## config.mk

```make
export PLATFORM = sky130hd
export DESIGN_NAME = serial_word_rx_flat
export DESIGN_NICKNAME = d
export VERILOG_FILES = /design/src/rtl/serial_word_rx_if.sv /design/src/rtl/serial_word_rx.sv /design/src/flat_wrapper.sv
export SDC_FILE = /design/constraint.sdc
export NUM_CORES = 1
export LEC_CHECK = 0
export ABC_AREA = 1
export CAP_MARGIN = 20
export CORE_MARGIN = 1
export CORE_UTILIZATION = 30
export DETAILED_ROUTE_END_ITERATION = 7
export GPL_ROUTABILITY_DRIVEN = 0
export SYNTH_ARGS = -nofsm -noshare
export SYNTH_HDL_FRONTEND = slang
export SYNTH_SLANG_ARGS = --single-unit
```

## constraint.sdc

```tcl
create_clock -name clock -period 3.5 [get_ports clock]
set_input_delay 0.35 -clock clock [delete_from_list [all_inputs] [get_ports clock]]
set_output_delay 0.35 -clock clock [all_outputs]
set_load 0.03 [all_outputs]
```

## src/rtl/serial_word_rx_if.sv

```systemverilog
// Serial-in / parallel-out bus of serial_word_rx: serial bit stream plus the valid/ready word port.
// The master drives the serial bits and consumes words; the slave is the receiver.
interface serial_word_rx_if #(
    parameter int N = 8
);
    logic         sin;
    logic         sin_valid;
    logic         q_ready;
    logic [N-1:0] Q;
    logic         q_valid;
    logic         q_perr;

    modport master (
        output sin,
        output sin_valid,
        output q_ready,
        input  Q,
        input  q_valid,
        input  q_perr
    );

    modport slave (
        input  sin,
        input  sin_valid,
        input  q_ready,
        output Q,
        output q_valid,
        output q_perr
    );
endinterface

```

## src/rtl/serial_word_rx.sv

```systemverilog
// Serial-to-parallel receiver, LSB first, N bits into a one-entry valid/ready holding register.
// Latency: last bit to q_valid is 1 clock. Backpressure: never stalls the stream; a word completing
// while the held word is undrained is dropped and sets sticky overrun. Macro SERIAL_RX_PARITY_EN adds
// an even-parity bit after each word, reported on q_perr.
module serial_word_rx #(
    parameter int N  = 8,
    parameter int CW = $clog2(N + 1)
) (
    input  logic                clock,
    input  logic                reset,
    input  logic                clear,
    serial_word_rx_if.slave     bus,
    output logic                busy,
    output logic [CW-1:0]       bit_count,
    output logic                overrun
);

`ifdef SERIAL_RX_PARITY_EN
    typedef enum logic {SHIFT, PARITY} state_t;
`else
    typedef enum logic {SHIFT} state_t;
`endif

    localparam logic [CW-1:0] LAST = CW'(N - 1);

    state_t         state, state_n;
    logic [N-1:0]   sh, sh_n;
    logic [CW-1:0]  cnt, cnt_n;
    logic [N-1:0]   q_reg, q_n;
    logic           q_vld, q_vld_n;
    logic           perr, perr_n;
    logic           ovr, ovr_n;

    logic [N-1:0]   sh_shift;
    logic [N-1:0]   word;
    logic           word_perr;
    logic           commit;
    logic           accept;
    logic           drain;
    logic           in_parity;

    assign sh_shift = {bus.sin, sh[N-1:1]};
    assign accept   = bus.sin_valid && !clear;
    assign drain    = q_vld && bus.q_ready;

    always_ff @(posedge clock) begin
        if (reset) begin
            state <= SHIFT;
            sh    <= '0;
            cnt   <= '0;
            q_reg <= '0;
            q_vld <= 1'b0;
            perr  <= 1'b0;
            ovr   <= 1'b0;
        end else begin
            state <= state_n;
            sh    <= sh_n;
            cnt   <= cnt_n;
            q_reg <= q_n;
            q_vld <= q_vld_n;
            perr  <= perr_n;
            ovr   <= ovr_n;
        end
    end

    always_comb begin
        state_n   = state;
        sh_n      = sh;
        cnt_n     = cnt;
        q_n       = q_reg;
        q_vld_n   = q_vld;
        perr_n    = perr;
        ovr_n     = ovr;
        commit    = 1'b0;
        word      = sh_shift;
        word_perr = 1'b0;

        // clear only touches the assembly side; the holding register keeps its word and handshake.
        if (clear) begin
            sh_n    = '0;
            cnt_n   = '0;
            state_n = SHIFT;
            ovr_n   = 1'b0;
        end else if (accept) begin
            case (state)
                SHIFT: begin
                    sh_n = sh_shift;
                    if (cnt == LAST) begin
`ifdef SERIAL_RX_PARITY_EN
                        state_n = PARITY;
                        cnt_n   = CW'(N);
`else
                        commit  = 1'b1;
                        cnt_n   = '0;
`endif
                    end else begin
                        cnt_n = cnt + CW'(1);
                    end
                end
`ifdef SERIAL_RX_PARITY_EN
                // The parity bit is not shifted in; sh already holds the complete word.
                PARITY: begin
                    commit    = 1'b1;
                    word      = sh;
                    word_perr = (^sh) ^ bus.sin;
                    cnt_n     = '0;
                    state_n   = SHIFT;
                end
`endif
                default: state_n = SHIFT;
            endcase
        end

        // A drain in the commit cycle frees the slot, so the new word replaces the old one.
        if (commit) begin
            if (q_vld && !bus.q_ready) begin
                ovr_n = 1'b1;
            end else begin
                q_n     = word;
                perr_n  = word_perr;
                q_vld_n = 1'b1;
            end
        end else if (drain) begin
            q_vld_n = 1'b0;
        end
    end

`ifdef SERIAL_RX_PARITY_EN
    assign in_parity = (state == PARITY);
`else
    assign in_parity = 1'b0;
`endif

    assign busy        = (cnt != '0) || in_parity;
    assign bit_count   = cnt;
    assign overrun     = ovr;
    assign bus.Q       = q_reg;
    assign bus.q_valid = q_vld;
    assign bus.q_perr  = perr;

endmodule

```

## src/flat_wrapper.sv

```systemverilog
// flat-port wrapper written by rule: the top's interface ports become plain ports
module serial_word_rx_flat 
#(
    parameter int N  = 8,
    parameter int CW = $clog2(N + 1)
)
  (clock, reset, clear, busy, bit_count, overrun, bus_sin, bus_sin_valid, bus_q_ready, bus_Q, bus_q_valid, bus_q_perr);
  serial_word_rx_if #(.N(N)) bus_i ();
  input  logic clock;
  input  logic reset;
  input  logic clear;
  output logic busy;
  output logic [CW-1:0] bit_count;
  output logic overrun;
  input wire logic [$bits(bus_i.sin)-1:0] bus_sin;
  input wire logic [$bits(bus_i.sin_valid)-1:0] bus_sin_valid;
  input wire logic [$bits(bus_i.q_ready)-1:0] bus_q_ready;
  output wire logic [$bits(bus_i.Q)-1:0] bus_Q;
  output wire logic [$bits(bus_i.q_valid)-1:0] bus_q_valid;
  output wire logic [$bits(bus_i.q_perr)-1:0] bus_q_perr;
  assign bus_i.sin = bus_sin;
  assign bus_i.sin_valid = bus_sin_valid;
  assign bus_i.q_ready = bus_q_ready;
  assign bus_Q = bus_i.Q;
  assign bus_q_valid = bus_i.q_valid;
  assign bus_q_perr = bus_i.q_perr;
  serial_word_rx #(.N(N), .CW(CW)) u_core (.clock(clock), .reset(reset), .clear(clear), .bus(bus_i), .busy(busy), .bit_count(bit_count), .overrun(overrun));
endmodule
```

==> results.cfg <==
[layout]
num-fill-cells = 345
area.growth.synth_to_final_pct = 23.23
drive_above_1_share_pct = 18.57
antenna_cells = 0
final_nets = 149
post-route-cell-area_mm2 = 0.001221

[logic_synthesis]
synth_warnings = 0
ys_ff_latch = 21
ys_top_cells_by_area = sky130_fd_sc_hd__dfxtp_1, sky130_fd_sc_hd__a21oi_2, sky130_fd_sc_hd__nand3_1
yosysTopAreaCell = sky130_fd_sc_hd__dfxtp_1
ys_types = 22
syn-num-nets = 130
gate_count_post_synth = 122
synth_area_per_cell_um2 = 8.123
yosys.area.top_type_share_pct = 42.42
post_synth_instance_area_um2 = 991.0
synth_sequential_area_ratio_pct = 42.42

[die]
floorplan.die_area_mm2 = 0.003537
die-height_um = 59.48
fp-row-count = 20
placeableCoreArea_mm2 = 0.003103
initial_utilization_pct = 31.94
num_io_pins = 22
die_w_um = 59.48

[clocking]
clock_tree.htree_level_count = 1
count_of_clock_tree_sinks = 21
cts_tree = done
cts-root-to-sink-buffers = 2
post_cts.resized_instances = 0
cts_buffers = 3
cts.clk_slew.worst_paths_ps = 120
worstSkewPairLatency_ps = 300
number_of_buffers_inserted_to_repair_setup_after_cts = 0
holdBufCountCts = 0
root_buffer = sky130_fd_sc_hd__clkbuf_4

[worst_setup_path]
reg2reg_from = u_core.bit_count[0]$_SDFFE_PP0P_
reg2reg_setup_slack_ps = 2090
critPathArrivalTime_ps = 1720
timing.setup.critical_path_class = reg2out
worstRegToRegCells = 6
critical_path.reg2reg.endpoint = u_core.bus.Q[2]$_SDFFE_PP0P_
crit_path_end_kind = output pin
start_kind = flip-flop
worstPathRequired_ps = 3150
worst-path-max-fanout = 4

[power_and_ir_drop]
share_comb_of_total_power_pct = 9.5
netSwitchingFraction_pct = 24.71
p_sw_w = 0.00009901
power.static_leakage_nw = 0.4644
max-vdd-ir-drop_mv = 0.2037
power_frac_clock_pct = 29.2
p_per_area_mw_per_mm2 = 328.1
cell_internal_pwr_w = 0.0003017
seq_power_share_pct = 61.3

[min_path]
whs_path_depth = 2
min_path_type = reg2reg
min_to = u_core.overrun$_SDFF_PP0_
worst_hold_launch = u_core.overrun$_SDFF_PP0_

[global_route]
overall_track_demand_over_capacity_in_global_routing_pct = 12.98
grt_pass1_wl_um = 3463
gr-total-overflow = 0
grt_pass1_vias = 811
initial_antenna_violation_count = 0
grt_max_degree = 20

[outcome]
outcome = finished, final reports clean

[detailed_routing]
drt.antenna.violating_nets = 0
number_of_detailed_route_iterations_in_the_first_pass = 4
routed-via-count = 802
drt-wirelength-per-cell_um = 10.27
drt_wl_total_um = 1889
drc = 0
drt_first_iter_violations = 16
viasPerCell = 4.359

[timing]
skew_ps = 2.564
fmax_mhz = 482.3
finalHoldViolations = 0
layout_worst_path_cycle_share_pct = 59.23
final_period_minus_worst_setup_slack_ps = 2073
final_count_of_negative_setup_slack_endpoints = 0
setup_repair_after_global_routing_missed_its_margin = false
slew_violations = 0
setup-tns-final_ps = 0

[placement]
dpl-instance-area_mm2 = 0.001195
port_buffers = 20
hpwl_um = 1314

[run]
maximum_capacitance_violations = 0
## power by group through the flow
stage	Clock, W	Combinational (W)	Sequential, W
CTS	0.000124	0.0000382	0.000246
global route	0.000133	0.0000432	0.000246
detailed placement	0	0.0000379	0.000251
finish	0.000117	0.0000380	0.000246
floorplan	0	0.0000242	0.000252
global placement	0	0.0000377	0.000251
## state kept, by name (all words and copies together) (netlist names)
name and flops:
u_core.bus.Q 8, u_core.bit_count 4, u_core.sh 7, u_core.overrun 1, u_core.bus.q_valid 1
## cell families after synthesis
| family | after synthesis | share of synthesized area [%] |
|---|---|---|
| buffers and inverters | 25 | 12.37 |
| adders and majority gates | 2 | 2.525 |
| DFF | 21 | 42.42 |
| AOI/OAI and AO/OA | 18 | 14.14 |
| and+or+nand+nor | 55 | 28.16 |
| other | 1 | 0.3784 |
## critical path, cell delays in order, from the launching register on
cell,delay [ps]
sky130_fd_sc_hd__dfxtp_1,400
sky130_fd_sc_hd__inv_1,90
sky130_fd_sc_hd__ha_1,190
sky130_fd_sc_hd__nand3_1,70
sky130_fd_sc_hd__clkdlybuf4s50_1,660
## area by class of cell
class                           instances  area (µm²)  area share (%)
Timing Repair Buffer                   20       200.2           16.39
Sequential cell                        21       420.4           34.43
Inverter                               19       71.32           5.840
Clock buffer                            4       26.28           2.152
Multi-Input combinational cell         76       447.9           36.68
Tap cell                               44       55.05           4.508
## cells in the mapped netlist
library cell and count:
sky130_fd_sc_hd__a211oi_1 8, sky130_fd_sc_hd__a21oi_1 1, sky130_fd_sc_hd__a21oi_2 8, sky130_fd_sc_hd__buf_12 1, sky130_fd_sc_hd__buf_2 1, sky130_fd_sc_hd__buf_4 1
sky130_fd_sc_hd__buf_6 1, sky130_fd_sc_hd__clkbuf_1 2, sky130_fd_sc_hd__conb_1 1, sky130_fd_sc_hd__dfxtp_1 21, sky130_fd_sc_hd__ha_1 2, sky130_fd_sc_hd__inv_1 16
sky130_fd_sc_hd__inv_2 3, sky130_fd_sc_hd__nand2_1 15, sky130_fd_sc_hd__nand2_2 1, sky130_fd_sc_hd__nand3_1 13, sky130_fd_sc_hd__nand3_4 1, sky130_fd_sc_hd__nor2_1 14
sky130_fd_sc_hd__nor2_2 9, sky130_fd_sc_hd__nor2_8 1, sky130_fd_sc_hd__nor3_1 1, sky130_fd_sc_hd__o21ai_1 1
## through the flow
step	setup WS (ps)	cells	total power, W	hold WS [ps]	utilization [%]
after detailed placement	1706	180	0.0002888	461.3	38.51
after global placement	1753	180	0.0002884	463.0	38.51
final	1427	184	0.0004007	475.8	39.35
after global routing	1330	184	0.0004228	497.4	39.35
after CTS	1404	184	0.0004081	482.0	39.35
after floorplan	2060	122	0.0002763	422.4	-
## per-layer routing
metal  vias up  GRT usage, %  part of all wire, %
li1        421             -                    -
met5         -             0                    0
met4         0         3.061                 0.79
met2        16         21.35                   47
met1       363         16.53                   49
met3         2         3.930                  3.3
## cell usage in the layout (no fill, tap or decap)
cell | synthesis | layout
sky130_fd_sc_hd__dfxtp_1 | 21 | 21
sky130_fd_sc_hd__clkdlybuf4s50_1 | 0 | 20
sky130_fd_sc_hd__inv_1 | 16 | 16
sky130_fd_sc_hd__nand2_1 | 15 | 15
sky130_fd_sc_hd__nor2_1 | 14 | 14
sky130_fd_sc_hd__nand3_1 | 13 | 13
sky130_fd_sc_hd__nor2_2 | 9 | 9
sky130_fd_sc_hd__a211oi_1 | 8 | 8
sky130_fd_sc_hd__a21oi_2 | 8 | 8
sky130_fd_sc_hd__inv_2 | 3 | 3
sky130_fd_sc_hd__clkbuf_4 | 0 | 3
sky130_fd_sc_hd__ha_1 | 2 | 2
sky130_fd_sc_hd__nand3_4 | 1 | 1
sky130_fd_sc_hd__nand2_2 | 1 | 1
sky130_fd_sc_hd__a21oi_1 | 1 | 1
sky130_fd_sc_hd__nor2_8 | 1 | 1
sky130_fd_sc_hd__nor3_1 | 1 | 1
sky130_fd_sc_hd__o21ai_1 | 1 | 1
sky130_fd_sc_hd__conb_1 | 1 | 1
sky130_fd_sc_hd__clkbuf_1 | 2 | 1
## how the worst max path moves through the flow
stage | from | to | slack (ps)
floorplan | u_core.bit_count[1]$_SDFFE_PP0P_ | u_core.bus.Q[0]$_SDFFE_PP0P_ | 2060
global placement | bus_sin_valid | u_core.bus.Q[6]$_SDFFE_PP0P_ | 1750
detailed placement | bus_sin_valid | u_core.bus.Q[2]$_SDFFE_PP0P_ | 1710
CTS | u_core.bit_count[0]$_SDFFE_PP0P_ | busy | 1400
global route | u_core.bit_count[0]$_SDFFE_PP0P_ | busy | 1330
finish | u_core.bit_count[0]$_SDFFE_PP0P_ | busy | 1430
Power figures use the tool's default switching activity.
